**src/rtl/uart_rx.sv**
```systemverilog
// 8N1 UART receiver with run-time bit period, mid-bit sampling and a break lockout.
// A stop-bit error disarms start detection until the line has been seen idle high again.
module uart_rx (
  input  logic        i_Clk,
  input  logic        i_Rst,
  input  logic        i_UART_RX,
  input  logic [15:0] i_ClksPerBit,
  input  logic        i_RxEn,
  output logic [7:0]  o_Data,
  output logic        o_Valid,
  output logic        o_FrameErr,
  output logic        o_Idle
);

  typedef enum logic [1:0] {RX_IDLE, RX_START, RX_DATA, RX_STOP} rx_state_t;

  rx_state_t   state, state_nxt;
  logic        rx_meta, rx;
  logic [15:0] r_Cpb, cpb_nxt;
  logic [15:0] cnt, cnt_nxt;
  logic [2:0]  bit_idx, bit_idx_nxt;
  logic [7:0]  shift, shift_nxt;
  logic [7:0]  data_nxt;
  logic        armed, armed_nxt;
  logic        valid_nxt, ferr_nxt;

  always_ff @(posedge i_Clk) begin
    if (i_Rst) begin
      rx_meta <= 1'b1;
      rx      <= 1'b1;
    end else begin
      rx_meta <= i_UART_RX;
      rx      <= rx_meta;
    end
  end

  always_comb begin
    state_nxt   = state;
    cnt_nxt     = cnt;
    bit_idx_nxt = bit_idx;
    shift_nxt   = shift;
    cpb_nxt     = r_Cpb;
    armed_nxt   = armed;
    data_nxt    = o_Data;
    valid_nxt   = 1'b0;
    ferr_nxt    = 1'b0;
    case (state)
      RX_IDLE: begin
        cnt_nxt     = 16'd0;
        bit_idx_nxt = 3'd0;
        if (rx) armed_nxt = 1'b1;
        if (i_RxEn && armed && !rx) begin
          cpb_nxt   = i_ClksPerBit;
          state_nxt = RX_START;
        end
      end
      RX_START: begin
        // Half a bit in: a high line here means the falling edge was a glitch.
        if (cnt == (r_Cpb >> 1) - 16'd1) begin
          cnt_nxt   = 16'd0;
          state_nxt = rx ? RX_IDLE : RX_DATA;
        end else begin
          cnt_nxt = cnt + 16'd1;
        end
      end
      RX_DATA: begin
        if (cnt == r_Cpb - 16'd1) begin
          shift_nxt[bit_idx] = rx;
          cnt_nxt            = 16'd0;
          if (bit_idx == 3'd7) begin
            bit_idx_nxt = 3'd0;
            state_nxt   = RX_STOP;
          end else begin
            bit_idx_nxt = bit_idx + 3'd1;
          end
        end else begin
          cnt_nxt = cnt + 16'd1;
        end
      end
      RX_STOP: begin
        // Leave at mid-stop-bit so a start bit right behind it is not missed.
        if (cnt == r_Cpb - 16'd1) begin
          if (rx) begin
            data_nxt  = shift;
            valid_nxt = 1'b1;
          end else begin
            ferr_nxt  = 1'b1;
            armed_nxt = 1'b0;
          end
          cnt_nxt   = 16'd0;
          state_nxt = RX_IDLE;
        end else begin
          cnt_nxt = cnt + 16'd1;
        end
      end
      default: state_nxt = RX_IDLE;
    endcase
  end

  always_ff @(posedge i_Clk) begin
    if (i_Rst) begin
      state      <= RX_IDLE;
      cnt        <= 16'd0;
      bit_idx    <= 3'd0;
      shift      <= 8'h00;
      r_Cpb      <= 16'd0;
      armed      <= 1'b1;
      o_Data     <= 8'h00;
      o_Valid    <= 1'b0;
      o_FrameErr <= 1'b0;
      o_Idle     <= 1'b1;
    end else begin
      state      <= state_nxt;
      cnt        <= cnt_nxt;
      bit_idx    <= bit_idx_nxt;
      shift      <= shift_nxt;
      r_Cpb      <= cpb_nxt;
      armed      <= armed_nxt;
      o_Data     <= data_nxt;
      o_Valid    <= valid_nxt;
      o_FrameErr <= ferr_nxt;
      o_Idle     <= (state_nxt == RX_IDLE);
    end
  end

endmodule

```
**config.mk**
```make
export PLATFORM = sky130hd
export DESIGN_NAME = uart_rx
export DESIGN_NICKNAME = d
export VERILOG_FILES = /design/src/rtl/uart_rx.sv
export SDC_FILE = /design/constraint.sdc
export NUM_CORES = 1
export LEC_CHECK = 0
export CORE_MARGIN = 2
export CORE_UTILIZATION = 35
export DETAILED_ROUTE_END_ITERATION = 8
export HOLD_SLACK_MARGIN = 0.08
export SYNTH_ARGS = -nofsm -noshare
export SYNTH_HDL_FRONTEND = slang
export SYNTH_SLANG_ARGS = --single-unit
```
**constraint.sdc**
```tcl
create_clock -name i_Clk -period 6.3 [get_ports i_Clk]
set_input_delay 1.26 -clock i_Clk [delete_from_list [all_inputs] [get_ports i_Clk]]
set_output_delay 1.26 -clock i_Clk [all_outputs]
set_load 0.05 [all_outputs]
```
After elaboration in Yosys (flattened, before gate mapping). Cells that the tools add are included.

Flip-flop bits (word level): 59. Input port bits: 20. Logic and storage cells: 67.

Add/subtract/negate cells: 4. Magnitude comparators: 2. Eq/ne operators: 10. Muxes and demuxes: 22. Bitwise gates (word level): 2. Reduce and logical (&&, ||, !) cells: 15.

Operator list (count): case mux 16 bit (3 select lines) (1); equality test 16 bit (2); two-way mux 16 bit (2); adder 16 x 1 -> 16 bit, second input constant (1); subtractor 15 x 1 -> 16 bit, second input constant (1); subtractor 16 x 1 -> 16 bit, second input constant (1); two-way mux 2 bit (6); bitwise mux 8 bit (1); != test 2 bit, second input constant (4); case mux 2 bit (4 select lines) (1); two-way mux 1 bit (6); two-way mux 3 bit (2); case mux 3 bit (2 select lines) (1); AND reduction 2 bit (3); equality test 2 bit, second input constant (2); logical NOT 2 bit (2); less-than comparator 3 x 4 -> 1 bit, second input constant (1); AND reduction 4 bit (1); nonzero test 2 bit (2); adder 3 x 1 -> 3 bit, second input constant (1); demux 1 bit (select 3 bit) (1); equality test 3 bit, second input constant (1); >= comparator 3 x 1 -> 1 bit, second input constant (1); logical AND 1 bit (3); 7 further kinds (8).

Longest topological paths before layout.
Word-level depth: 5. Depth in mapped cells: 13. Gate-level depth less buffers: 10.

Least setup slack after synthesis. Ideal clock, no wire load.

Path type: reg-to-reg. From: register r_Cpb[1]. To: register cnt[11]. Library setup time: 114 ps. Data arrival time: 2860 ps. Required time: 6186 ps. Setup slack: 3325 ps. Stages on the path, launching flop included: 12. Buffers on the path: 1. Clock period less this slack: 2975 ps. Cells stage by stage: dfxtp_1 > inv_1 > ha_1 > nor3b_4 > and3_1 > a211oi_1 > or4_1 > or4_4 > o311ai_4 > a21o_4 > buf_12 > nor2_1.

Cells in the longest elaborated chain, start to end: 4.

Ends and longest elaborated chain: start, declared (line 19) `logic [15:0] r_Cpb, cpb_nxt;`; start signal, assigned (line 117) `r_Cpb <= cpb_nxt;`; subtractor 16 x 1 -> 16 bit / subtractor 15 x 1 -> 16 bit (equally long branches) (line 67, 82, 59); equality test 16 bit, on equally long branches (line 67, 82, 59); two-way mux 16 bit, on equally long branches (line 67, 82, 59); case mux 16 bit (3 select lines) * (line 47) `case (state)`; end signal, assigned (line 114) `cnt <= cnt_nxt;`; end, declared (line 20) `logic [15:0] cnt, cnt_nxt;`.

Every way passes the cells marked *; elsewhere a longest branch is shown, timed or not. A chain may end at the register's enable or synchronous reset.

Worst setup path after layout.
From: register r_Cpb[0]. To: register o_Data[4].

Cells in the longest elaborated chain, start to end: 3.

Ends and longest elaborated chain: subtractor 16 x 1 -> 16 bit (line 82) `if (cnt == r_Cpb - 16'd1) begin`; equality test 16 bit (line 82); AND reduction 3 bit (no line); end signal, assigned (line 119) `o_Data <= data_nxt;`; end, declared (line 9) `output logic [7:0] o_Data,`.

No other way between the ends.

==> impl_metrics.yaml <==
layout:
  drive_gt1_frac: 0.0787
  antenna_cells: 0
  nets: 452
  final_cells: 565
  syn2layout_area_growth_pct: 16.6
clock_tree:
  cts.repair.resized: 0
  cts_hold_buffers: 0
  clkSinkCount: 59
  h-tree-depth: 3
  clock_latency_ns: 0.35
  clockRootBuffer: "clkbuf_8"
  cts_tree: "done"
  clk_pin_slew_worst_paths_ns: 0.07
  cts_buffers: 9
  clk_path_buf_depth: 2
  cts_setup_buffers: 0
global_route:
  use_met1: 0.211
  grt_antenna_before_repair: 0
  grt-ovfl-total: 0
  gr-usage-met2: 0.256
  grt_pass1_vias: 2774
  grt_pass1_wl_mm: 13.4
  globalRouteMet3Util: 0.0447
  grt_max_degree: 47
  grt.busiest_layer: "met2"
  grt_use_total: 0.164
route:
  avgRoutedWirePerCell_um: 14.1
  routed_wl_mm: 7.96
  ant_nets: 0
  num_vias: 2913
  drc: 0
  firstDrtPassIters: 4
  drt_iter0_markers: 163
  viasPerCell: 5.16
sta:
  timing.final.crit_share: 0.574
  rsz0062_at_grt: "no"
  drv_slew: 0
  finalSetupViolCount: 0
  setup_tns_ns: 0
  finalHoldViolations: 0
  period_minus_slack_ns: 3.62
  finClkSkew_ns: 0.00664
  maxSlewHeadroom: 0.519
  fmax_mhz: 277
  max_slew.worst_pin.slew_ns: 0.716
min_path:
  whs_path_depth: 1
  hold_path_class: "flip-flop to flip-flop"
  hold_end: "rx$_SDFF_PP1_"
  hold_start: "rx_meta$_SDFF_PP1_"
worst_setup_path:
  slowest_stage: "a2111oi_0"
  critPathLaunchType: "flip-flop"
  r2r-start: "r_Cpb[0]$_SDFFE_PP0P_"
  reg2reg_slack_ns: 2.68
  cp.arrival_ns: 3.84
  cp.required_ns: 6.53
  timing.rr.end: "o_Data[4]$_SDFFE_PP0P_"
  path_max_fanout: 11
  r2r_cells: 11
  critPathKind: "flip-flop to flip-flop"
  crit_path_max_incr_delay_ns: 0.51
  crit_chain: "inv_1 > ha_1 > o21ba_2 > a221o_1 > a2111oi_0 > o2111ai_1 > nor4_1 > buf_4 > and3_1 > mux2i_1 > nor2_1"
  cp-end-kind: "flip-flop"
synth:
  synth_nets: 444
  yosysSeqAreaShare: 0.346
  ys.flop_type: "dfxtp_1"
  synth-compound-area-share: 0.132
  ys_types: 58
  synth_edf_count: 0
  synth-seq-cells: 59
  yosysTopAreaCell: "dfxtp_1"
  yosysWarnings: 0
  synth_async_sr_flop_share: 0
  muxShareOfSynthArea: 0.0414
  syn_area_mm2: 0.00341
  synth_simple_gate_area_frac: 0.273
  synth_top_family_by_area: "simple AND/OR/NAND/NOR gates"
  synth_top_area_frac: 0.346
  netlist_top_cells_area: "dfxtp_1, xnor2_1, nand2_1"
  synth_xor_area_frac: 0.131
  avgSynthCellArea_um2: 8.15
  synth_common_cells: "dfxtp_1, nand2_1, nor2_1"
  synthAdderAreaFrac: 0.0183
  synthCells: 419
  synth_most_common_cell: "dfxtp_1"
power_and_ir_drop:
  p_leak_nw: 1.39
  ir_drop_mv: 0.0866
  cellPowerDensity_mw_per_mm2: 226
placed_design:
  io_buffers: 30
  dp_hpwl_mm: 5.79
  gp_congestion: 0.908
  dp.cells: 549
die:
  core_mm2: 0.00964
  io_pins: 31
  initial_core_util: 0.354
  dieHeight_um: 103
  die_w_um: 103
  dieArea_mm2: 0.0106
  std_cell_rows: 36
run_status:
  status: "finished clean"
flow_run:
  drv_cap: 0
-- layout by cell type (no fill, tap or decap), drive strengths merged, types with 4 or more instances in the layout --
cell / instances
dfxtp: 59
nand2: 50
nor2: 45
xnor2: 32
clkdlybuf4s50: 30
a21oi: 24
xor2: 19
nand3: 19
nand4: 13
mux2i: 13
inv: 10
o21ai: 9
clkbuf: 9
nor4: 9
nor3: 8
and3: 7
a31oi: 5
ha: 5
or4: 5
nor2b: 4
o21a: 4
nand2b: 4
nand3b: 4
a21o: 4
-- registers in the layout (all words and copies together) (netlist names), 2 cells and up --
name and flops:
o_Data 8, bit_idx 3, shift 8, cnt 16
state 2, r_Cpb 16
-- per-layer routing --
metal / part of all wire / routed length, um / up-vias
met5: 0 / 0 / -
met4: 0.022 / 178 / 0
met3: 0.047 / 374 / 17
met2: 0.44 / 3530 / 75
met1: 0.49 / 3870 / 1342
li1: - / - / 1479
-- worst max-delay path by stage --
stage	startpoint	to	cells past startpoint
finish	r_Cpb[0]$_SDFFE_PP0P_	o_Data[4]$_SDFFE_PP0P_	11
global placement	r_Cpb[0]$_SDFFE_PP0P_	o_Data[1]$_SDFFE_PP0P_	11
CTS	r_Cpb[0]$_SDFFE_PP0P_	o_Data[4]$_SDFFE_PP0P_	11
floorplan	r_Cpb[1]$_SDFFE_PP0P_	cnt[11]$_SDFF_PP0_	11
global route	r_Cpb[0]$_SDFFE_PP0P_	o_Data[5]$_SDFFE_PP0P_	11
detailed placement	r_Cpb[0]$_SDFFE_PP0P_	o_Data[4]$_SDFFE_PP0P_	11
-- power by group --
part / total [mW] / switching, mW / internal [mW] / leakage [nW]
logic: 0.0835 / 0.0425 / 0.0409 / 0.792
clock network: 0.431 / 0.165 / 0.266 / 0.124
registers: 0.384 / 0.00761 / 0.376 / 0.476
-- stage by stage --
step | cell area (um^2) | setup WS (ns) | util | total power [mW] | hold WS (ns)
after floorplan | 3410 | 3.33 | - | 0.451 | 0.389
final | 3980 | 2.68 | 0.413 | 0.898 | 0.412
after detailed placement | 3730 | 2.78 | 0.387 | 0.475 | 0.398
after CTS | 3980 | 2.74 | 0.413 | 0.910 | 0.415
after global placement | 3730 | 2.81 | 0.387 | 0.475 | 0.394
after global routing | 3980 | 2.43 | 0.413 | 0.932 | 0.431
-- logic make-up after synthesis --
logic type,Yosys count
AOI/OAI and AO/OA,66
xor gates and xnor gates,51
DFF,59
adders and majority gates,5
buffers and inverters,44
and+or+nand+nor,180
muxes,14
-- cell type report --
type	count	area (um^2)
inverters	9	33.8
fillers	990	5660
flip-flops and latches	59	1180
well taps	133	166
clock inverters	7	125
multi-input cells	316	2030
clock buffers	9	124
repair buffers	32	315
-- worst max-delay path: cells and delay by family, from the launching register on --
family,cells,cell delay (ns)
simple gates,3,0.74
mux,1,0.25
flops,1,0.48
compound gates,4,1.34
buf+inv,2,0.32
fa+ha+maj,1,0.35
Power figures use the tool's default switching activity.
